===== config.mk =====
export PLATFORM = sky130hd
export DESIGN_NAME = control_sequencer
export DESIGN_NICKNAME = d
export VERILOG_FILES = /design/src/rtl/control_sequencer.sv
export SDC_FILE = /design/constraint.sdc
export NUM_CORES = 1
export LEC_CHECK = 0
export CORE_MARGIN = 2
export CORE_UTILIZATION = 59
export CTS_BUF_LIST = sky130_fd_sc_hd__clkbuf_8
export CTS_CLUSTER_DIAMETER = 60
export CTS_CLUSTER_SIZE = 25
export DETAILED_ROUTE_END_ITERATION = 16
export DONT_BUFFER_PORTS = 1
export HOLD_SLACK_MARGIN = 0.03
export PLACE_DENSITY_LB_ADDON = 0.3
export SLEW_MARGIN = 20
export SYNTH_ARGS = -nofsm -noshare
export SYNTH_HDL_FRONTEND = slang
export SYNTH_SLANG_ARGS = --single-unit

===== constraint.sdc =====
create_clock -name Clock -period 1.7 [get_ports Clock]
set_input_delay 0.085 -clock Clock [delete_from_list [all_inputs] [get_ports Clock]]
set_output_delay 0.085 -clock Clock [all_outputs]
set_load 0.01 [all_outputs]

===== src/rtl/control_sequencer.sv =====
// Hardwired control unit: steps fetch (T0-T2) and per-opcode execute (T3-T7)
// cycles and decodes the datapath strobes from the current state and IR.
module control_sequencer (
    input  logic        Clock,
    input  logic        clear,
    input  logic [31:0] IR,
    input  logic        Stop,
    output logic [15:0] Rin,
    output logic [15:0] Rout,
    output logic        PCout,
    output logic        PCin,
    output logic        IncPC,
    output logic        MARin,
    output logic        MDRin,
    output logic        MDRout,
    output logic        IRin,
    output logic        Yin,
    output logic        Zin,
    output logic        Zlowout,
    output logic        Cout,
    output logic        Read,
    output logic        Write,
    output logic [4:0]  opcode,
    output logic        Run,
    output logic [3:0]  state_o
);

    typedef enum logic [3:0] {
        S_RESET, S_T0, S_T1, S_T2, S_T3, S_T4, S_T5, S_T6, S_T7, S_HALT
    } state_t;

    localparam logic [4:0] OP_LD   = 5'b00000;
    localparam logic [4:0] OP_ST   = 5'b00010;
    localparam logic [4:0] OP_ADD  = 5'b00011;
    localparam logic [4:0] OP_AND  = 5'b00101;
    localparam logic [4:0] OP_OR   = 5'b00110;
    localparam logic [4:0] OP_ADDI = 5'b01100;
    localparam logic [4:0] OP_ANDI = 5'b01101;
    localparam logic [4:0] OP_ORI  = 5'b01110;
    localparam logic [4:0] OP_HALT = 5'b11011;

    state_t state_q, state_d;

    logic [4:0]  op;
    logic        is_rtype, is_imm, is_mem, is_ld;
    logic [15:0] ra_hot, rb_hot, rc_hot;
    state_t      eoi_next;

    assign op       = IR[31:27];
    assign is_rtype = (op >= 5'b00011) && (op <= 5'b00110);
    assign is_imm   = (op == OP_ADDI) || (op == OP_ANDI) || (op == OP_ORI);
    assign is_ld    = (op == OP_LD);
    assign is_mem   = is_ld || (op == OP_ST);
    assign ra_hot   = 16'd1 << IR[26:23];
    assign rb_hot   = 16'd1 << IR[22:19];
    assign rc_hot   = 16'd1 << IR[18:15];
    // Stop only matters on the cycle that completes an instruction.
    assign eoi_next = Stop ? S_HALT : S_T0;
    assign state_o  = state_q;

    always_ff @(posedge Clock or negedge clear) begin
        if (!clear) state_q <= S_RESET;
        else        state_q <= state_d;
    end

    always_comb begin
        state_d = state_q;
        Rin     = '0;
        Rout    = '0;
        PCout   = 1'b0;
        PCin    = 1'b0;
        IncPC   = 1'b0;
        MARin   = 1'b0;
        MDRin   = 1'b0;
        MDRout  = 1'b0;
        IRin    = 1'b0;
        Yin     = 1'b0;
        Zin     = 1'b0;
        Zlowout = 1'b0;
        Cout    = 1'b0;
        Read    = 1'b0;
        Write   = 1'b0;
        opcode  = 5'b00000;
        Run     = (state_q != S_RESET) && (state_q != S_HALT);
        case (state_q)
            S_RESET: state_d = S_T0;
            S_T0: begin
                PCout = 1'b1; MARin = 1'b1; IncPC = 1'b1; Zin = 1'b1;
                state_d = S_T1;
            end
            S_T1: begin
                Zlowout = 1'b1; PCin = 1'b1; Read = 1'b1; MDRin = 1'b1;
                state_d = S_T2;
            end
            S_T2: begin
                MDRout = 1'b1; IRin = 1'b1;
                state_d = S_T3;
            end
            S_T3: begin
                if (is_rtype || is_imm || is_mem) begin
                    Rout    = rb_hot;
                    Yin     = 1'b1;
                    state_d = S_T4;
                end else if (op == OP_HALT) begin
                    state_d = S_HALT;
                end else begin
                    state_d = eoi_next;
                end
            end
            S_T4: begin
                Zin     = 1'b1;
                state_d = S_T5;
                if (is_rtype) begin
                    Rout   = rc_hot;
                    opcode = op;
                end else begin
                    // Immediates map onto their register-form ALU ops; ld/st add.
                    Cout = 1'b1;
                    case (op)
                        OP_ANDI: opcode = OP_AND;
                        OP_ORI:  opcode = OP_OR;
                        default: opcode = OP_ADD;
                    endcase
                end
            end
            S_T5: begin
                Zlowout = 1'b1;
                if (is_mem) begin
                    MARin   = 1'b1;
                    state_d = S_T6;
                end else begin
                    Rin     = ra_hot;
                    state_d = eoi_next;
                end
            end
            S_T6: begin
                MDRin   = 1'b1;
                state_d = S_T7;
                if (is_ld) Read = 1'b1;
                else       Rout = ra_hot;
            end
            S_T7: begin
                state_d = eoi_next;
                if (is_ld) begin
                    MDRout = 1'b1;
                    Rin    = ra_hot;
                end else begin
                    Write = 1'b1;
                end
            end
            S_HALT:  state_d = S_HALT;
            default: state_d = S_RESET;
        endcase
    end

endmodule


==> results of run 1 <==
==> per-stage QoR <==
step                hold WS (ns)  instance area (sq um)  setup WS (ns)
detailed placement        -0.211                   1620         -0.123
CTS                       0.0417                   1830         -0.322
global placement          -0.211                   1620        -0.0959
floorplan                 -0.211                   1430         -0.114
==> cells by family after synthesis <==
family | after synthesis | share of synthesized area
xor gates and xnor gates | 1 | 0.00695
DFF | 4 | 0.0794
AOI/OAI and AO/OA | 39 | 0.270
muxes | 1 | 0.00794
buffers and inverters | 22 | 0.0804
and+or+nand+nor | 127 | 0.553
other | 1 | 0.00297
==> synthesized netlist by cell type (2+ instances only) <==
library cell / number / area share
nor2_1: 39 / 0.12
o221ai_1: 6 / 0.042
nor3_1: 5 / 0.020
o21ai_0: 4 / 0.016
nand2_1: 10 / 0.030
nor2b_1: 10 / 0.050
buf_2: 3 / 0.012
nand2b_1: 12 / 0.060
a21o_1: 2 / 0.012
a211o_1: 2 / 0.014
nand3b_1: 6 / 0.036
inv_1: 4 / 0.012
o221ai_2: 2 / 0.024
a21oi_1: 3 / 0.012
o2111a_1: 2 / 0.018
and2_1: 4 / 0.020
nand4_1: 17 / 0.084
o211ai_1: 2 / 0.012
or2_2: 4 / 0.020
nand3_1: 7 / 0.028
dfrtp_1: 4 / 0.079
buf_4: 4 / 0.024
clkbuf_1: 10 / 0.030
nor4_1: 3 / 0.015
a221o_1: 2 / 0.016
==> timing repair <==
action                     CTS
setup buffers                7
gates resized for setup     26
setup endpoints to repair   34
hold buffers                 1
pin swaps                   11
hold endpoints to repair     4
==> reports/qor.yml, run 1 <==
status:
  stop_stage: "global routing (5_1_grt)"
  error_line: "[ERROR DPL-0038] Utilization greater than 100%, impossible to legalize"
  status: "stopped before the end"
placement:
  gp_congestion: 1.01
  port_buffers: 0
  dpl.cell_count: 239
  dp_hpwl_mm: 3.50
global_routing:
  grt_start_max_net_pins: 14
synth:
  ys_warn_count: 0
  syn_area_sq_um: 1260
  yosysUniqueCellTypes: 53
  ys_ff_latch: 4
  yosysSeqAreaShare: 0.0794
  synth_edf_count: 0
  ys.flop_type: "dfrtp_1"
  syn_inst: 195
  ys_async_sr_fraction: 1.00
  synth.avg_cell_area_sq_um: 6.47
sta:
  grt-worst-endpoint: "Rout[13]"
  worstEpCategory: "primary output"
die:
  dieWidth_microns: 50.2
  start_util: 0.636
  num_rows: 16
  pin_count: 90
  die_h_microns: 50.2
clocking:
  cts_buffers: 3
  htreeDepth: 1
  cts_buffer_depth: 2
  clock_sinks: 4
  cts_root_buf: "clkbuf_8"
==> run 2, diff against run 1 <==
- CORE_AREA: unset -> 2 2 63 65
- CORE_MARGIN: 2 -> unset
- CORE_UTILIZATION: 59 -> unset
- CTS_BUF_LIST: sky130_fd_sc_hd__clkbuf_8 -> unset
- CTS_CLUSTER_DIAMETER: 60 -> unset
- CTS_CLUSTER_SIZE: 25 -> unset
- DIE_AREA: unset -> 0 0 65 67
- HOLD_SLACK_MARGIN: 0.03 -> unset
- PLACE_DENSITY_LB_ADDON: 0.3 -> 0.15
- clock period: 1.7 -> 2.2 ns (I/O delays scaled with it)
==> reports/qor.yml, run 2 <==
finish:
  antenna_cells: 0
  finalNetCount: 243
  largest_reg_flops: 4
  final_core_util: 0.435
  fillers: 362
  final_common_cell: "nor2_1"
  areaGrowthSynthToFinish_pct: 24.5
  mostFrequentLayoutCells: "35 x nor2_1, 23 x buf_4, 17 x nand4_1"
  drive_gt1_frac: 0.262
die:
  dieWidth_microns: 65
  die_h_microns: 67
  core_sq_um: 3610
  start_util: 0.350
  dieArea_sq_um: 4360
  pin_count: 90
  num_rows: 22
detailed_routing:
  drc: 0
  ant_nets: 0
  vias_per_cell: 6.22
  finalWirelength_mm: 4.61
  first_pass_iters: 4
  drt-initial-drc-count: 162
  wl_per_cell_microns: 18.1
  routed-via-count: 1581
setup_path:
  crit_fanout: 5
  cpPeakStageDelay_ns: 0.47
  cp_cell_sequence: "buf_4, nand2b_1, or2_2, or4_4, o221ai_2"
  crit_type: "reg -> out"
  worstSetupStartpointType: "flop"
  path_buf_inv: 1
  cp_num_cells: 5
  slowest_stage: "or4_4"
  critical-path-top-delay-family: "simple AND/OR/NAND/NOR gates"
  cp.arrival_ns: 2.07
  reg2reg_depth: 6
  cp-end-kind: "output port"
  required_ns: 2.09
synth:
  yosysSeqAreaShare: 0.0794
  synth_edf_count: 0
  syn_inst: 195
  ys_ff_latch: 4
  syn_area_sq_um: 1260
  ys_async_sr_fraction: 1.00
  yosysUniqueCellTypes: 53
  synth_top_cell_by_area: "nor2_1"
  synth.avg_cell_area_sq_um: 6.47
  synth_top_area_frac: 0.116
  synthTopCellsByArea: "nor2_1 12%, nand4_1 8.4%, dfrtp_1 7.9%, nand2b_1 6.0%, nor2b_1 5.0%"
  ys_warn_count: 0
  synthTopCellsByCount: "39 x nor2_1, 17 x nand4_1, 12 x nand2b_1"
  ys.flop_type: "dfrtp_1"
  yosysMostFrequentCell: "nor2_1"
sta:
  fin_crit_sh: 0.989
  relSlewSlack: 0.653
  worstMarginPinSlew_ns: 0.516
  layout_min_cycle_time_ns: 2.18
  hold_viol: 0
  rsz0062_at_grt: "true"
  fmax_mhz: 460
  skew_ns: 0.00137
  setup_viol: 0
  whs_ns: 0.0879
  finalSetupTns_ns: 0
  slew_violations: 0
pwr:
  p_leak_nw: 0.552
  ir_worst_vdd_v: 0.000613
  powerDensity_nw_per_um2: 648
global_routing:
  grt_start_max_net_pins: 15
  grt_pass1_wl_mm: 6.94
  grt_usage: 0.201
  antenna_found_initial: 0
  overflow: 0
  first_global_vias: 1485
clocking:
  cts_buffers: 3
  cts_root_buf: "clkbuf_8"
  htreeDepth: 1
  cts_tree: "built"
  clock_latency_ns: 0.22
  cts_buffer_depth: 2
  cts.clk_slew.worst_paths_ns: 0.03
  clock_sinks: 4
hold_path:
  min_path_cells: 2
  hold_path.class: "in -> reg"
status:
  status: "finished clean"
placement:
  port_buffers: 0
  gp_congestion: 1.01
  dp_hpwl_mm: 3.52
flow_run:
  drv_cap: 0
run 2: cell counts after synthesis:
No cell type changed its count.
run 2: where the power goes:
part / leakage (nW) / total (W) / internal [W] / switching (W)
Sequential: 0.0495 / 0.000148 / 0.000108 / 0.0000402
Combinational: 0.480 / 0.000709 / 0.000283 / 0.000426
Clock: 0.0216 / 0.000161 / 0.000117 / 0.0000441
run 2: final cells by class:
class	instances	area [sq um]	share of cell area
multi-input combinational	170	1160	0.738
clock buffer	3	41.3	0.0263
sequential	4	101	0.0645
inverter	4	15.0	0.00956
timing repair buffer	25	194	0.124
tap	48	60.1	0.0382
run 2: worst paths after layout:
path                                    to  slack, ns       start
worst min-delay path            state_o[3]       0.09        Stop
min in group asynchronous       state_o[2]       0.16       clear
worst max register to register  state_o[2]       0.52  state_o[1]
worst min register to register  state_o[1]       0.66  state_o[3]
worst max-delay path               Rout[6]       0.02  state_o[3]
max in group asynchronous       state_o[0]       1.86       clear
run 2: cell families (layout without fill, tap and decap cells):
logic type             after synthesis  in the layout  share of synthesized area
AND/OR/NAND/NOR                    127            127                      0.553
multiplexers                         1              1                    0.00794
AO/OA/AOI/OAI                       39             39                      0.270
other                                1              2                    0.00297
buffers and inverters               22             32                     0.0804
XOR/XNOR                             1              1                    0.00695
flip-flops                           4              4                     0.0794
run 2: repair_timing:
action,in CTS,in global routing
gates resized for setup,5,16
hold endpoints to repair,4,0
endpoints found under the setup margin,19,26
buffers inserted,0,2
hold buffers,1,0
pin swaps,0,2
run 2: stage by stage:
step	power [W]	std cells	setup WS, ns	cell area [sq um]
floorplan	0.000625	196	0.209	1260
global placement	0.000777	248	0.184	1400
detailed placement	0.000790	248	0.160	1400
CTS	0.000963	252	-0.0203	1480
global route	0.00108	254	-0.0210	1570
finish	0.00102	254	0.0249	1570
run 2: routing by layer:
layer	wire, microns	GRT usage	vias to the layer above	part of all wire
met3	357	0.0355	7	0.077
met5	0	0	-	0
met1	1880	0.235	754	0.41
li1	-	-	746	-
met4	63	0.0851	0	0.014
met2	2300	0.358	74	0.50
Power figures use the tool's default switching activity.
==> run 3, diff against run 2 <==
==> constraint.sdc (replaced) <==
create_clock -name Clock -period 2.2 [get_ports Clock]
set_input_delay 0.44 -clock Clock [delete_from_list [all_inputs] [get_ports Clock]]
set_output_delay 0.44 -clock Clock [all_outputs]
set_load 0.01 [all_outputs]
==> reports/qor.yml, run 3 (synthesis gave the netlist of run 2 again) <==
clocking:
  cts_tree: "built"
  cts_root_buf: "clkbuf_8"
  clock_latency_ns: 0.22
  cts.clk_slew.worst_paths_ns: 0.03
  htreeDepth: 1
  cts_buffer_depth: 2
  clock_sinks: 4
  cts_buffers: 3
setup_path:
  r2r_setup_slack_ns: 0.56
  cp-end-kind: "output port"
  reg2reg_from: "state_o[1]"
  crit_fanout: 4
  reg2reg_depth: 7
  crit_type: "reg -> out"
  crit_end: "Rout[15]"
  reg2reg_to: "state_o[2]"
  cp.arrival_ns: 1.98
  setup.worst_path.start: "state_o[0]"
  required_ns: 1.76
  worstSetupStartpointType: "flop"
sta:
  layout_min_cycle_time_ns: 2.42
  slew_violations: 0
  skew_ns: 0.000534
  setup_ws_ns: -0.221
  fmax_mhz: 413
  rsz0062_at_grt: "true"
  hold_viol: 0
  fin_crit_sh: 1.10
  setup_viol: 32
global_routing:
  grt_start_max_net_pins: 16
  overflow: 0
  grt_usage: 0.210
  first_global_vias: 1559
  grt_pass1_wl_mm: 7.33
  antenna_found_initial: 0
die:
  die_h_microns: 67
  start_util: 0.350
  num_rows: 22
  core_sq_um: 3610
  dieArea_sq_um: 4360
  dieWidth_microns: 65
  pin_count: 90
finish:
  final_common_cell: "buf_4"
  seqCellArea_sq_um: 104
  areaGrowthSynthToFinish_pct: 52.2
  mostFrequentLayoutCells: "33 x buf_4, 22 x nor2_1, 17 x nand4_1"
  multiInputGateArea_sq_um: 1360
  finalNetCount: 259
  stdcell_area_sq_um: 1920
  antenna_cells: 0
  drive_gt1_frac: 0.450
  fillers: 355
  largest_reg_flops: 4
status:
  status: "finished, violations left"
  violations: "setup timing"
placement:
  dp_hpwl_mm: 3.68
  dp_slack_ns: -0.0196
  port_buffers: 0
  placed_area_sq_um: 1520
  gp_congestion: 0.901
pwr:
  p_leak_nw: 0.686
  powerDensity_nw_per_um2: 616
  fin_total_pwr_w: 0.00118
  ir_worst_vdd_v: 0.000735
hold_path:
  hold_path.class: "in -> reg"
detailed_routing:
  vias_per_cell: 6.19
  wl_per_cell_microns: 18.6
  drt-initial-drc-count: 147
  first_pass_iters: 4
  finalWirelength_mm: 5.01
  drc: 0
  ant_nets: 0
  routed-via-count: 1670
flow_run:
  drv_cap: 0
==> run 3: changes by cell type in the layout (fill, tap and decap cells not counted), moves of 3 or more <==
cell / change
nor2_2: +12
buf_4: +10
o21ai_0: -3
nor2_1: -13
o221ai_4: +5
buf_6: +5
o221ai_2: -3
==> run 3: area by class of cell <==
cell class,count,share of cell area
Sequential cell,4,0.0541
Clock buffer,3,0.0215
Inverter,4,0.00782
Tap cell,48,0.0313
Multi-Input combinational cell,170,0.708
Timing Repair Buffer,41,0.177
==> run 3: worst min path at each step <==
stage	start	depth (start not counted)	slack [ns]	endpoint
5_1_grt	Stop	2	0.42	state_o[3]
4_1_cts	Stop	2	0.41	state_o[3]
3_5_place_dp	clear	0	0.14	state_o[2]
6_report	Stop	2	0.41	state_o[3]
2_1_floorplan	clear	0	0.14	state_o[0]
3_3_place_gp	clear	0	0.14	state_o[0]
==> run 3: power by group <==
group | switching (W) | total (W) | internal, W | leakage (nW)
logic | 0.000483 | 0.000880 | 0.000398 | 0.618
registers | 0.0000392 | 0.000150 | 0.000111 | 0.0470
clock network | 0.0000358 | 0.000152 | 0.000116 | 0.0216
==> run 3: stage by stage <==
stage                      util  hold slack, ns  std cells  setup TNS, ns
after CTS                 0.475           0.413        263          -4.42
after detailed placement  0.420           0.145        254        -0.0417
final                     0.532           0.407        270          -4.22
after global routing      0.532           0.423        270          -6.34
after floorplan               -           0.144        196         -0.367
after global placement    0.420           0.145        254        -0.0125
==> run 3: worst max-delay path: stages (launching register included) <==
cell and delay (ns):
dfrtp_2 0.41, buf_4 0.15, nor4b_4 0.31, nand3_1 0.12, or3b_4 0.44, o221ai_2 0.19, buf_4 0.15
==> run 3: routing by layer <==
metal / track usage / vias up / wire length, microns
met3: 0.0304 / 7 / 351
met1: 0.246 / 800 / 1950
met5: 0 / - / 0
met2: 0.389 / 78 / 2660
met4: 0.0638 / 0 / 56
li1: - / 785 / -
==> run 3: what timing repair did <==
item                       in CTS  in global routing
setup endpoints to repair      33                 33
hold buffers                    1                  0
hold endpoints to repair        4                  0
setup buffers                   6                  7
pin swaps                       9                 20
resized for setup              29                 30
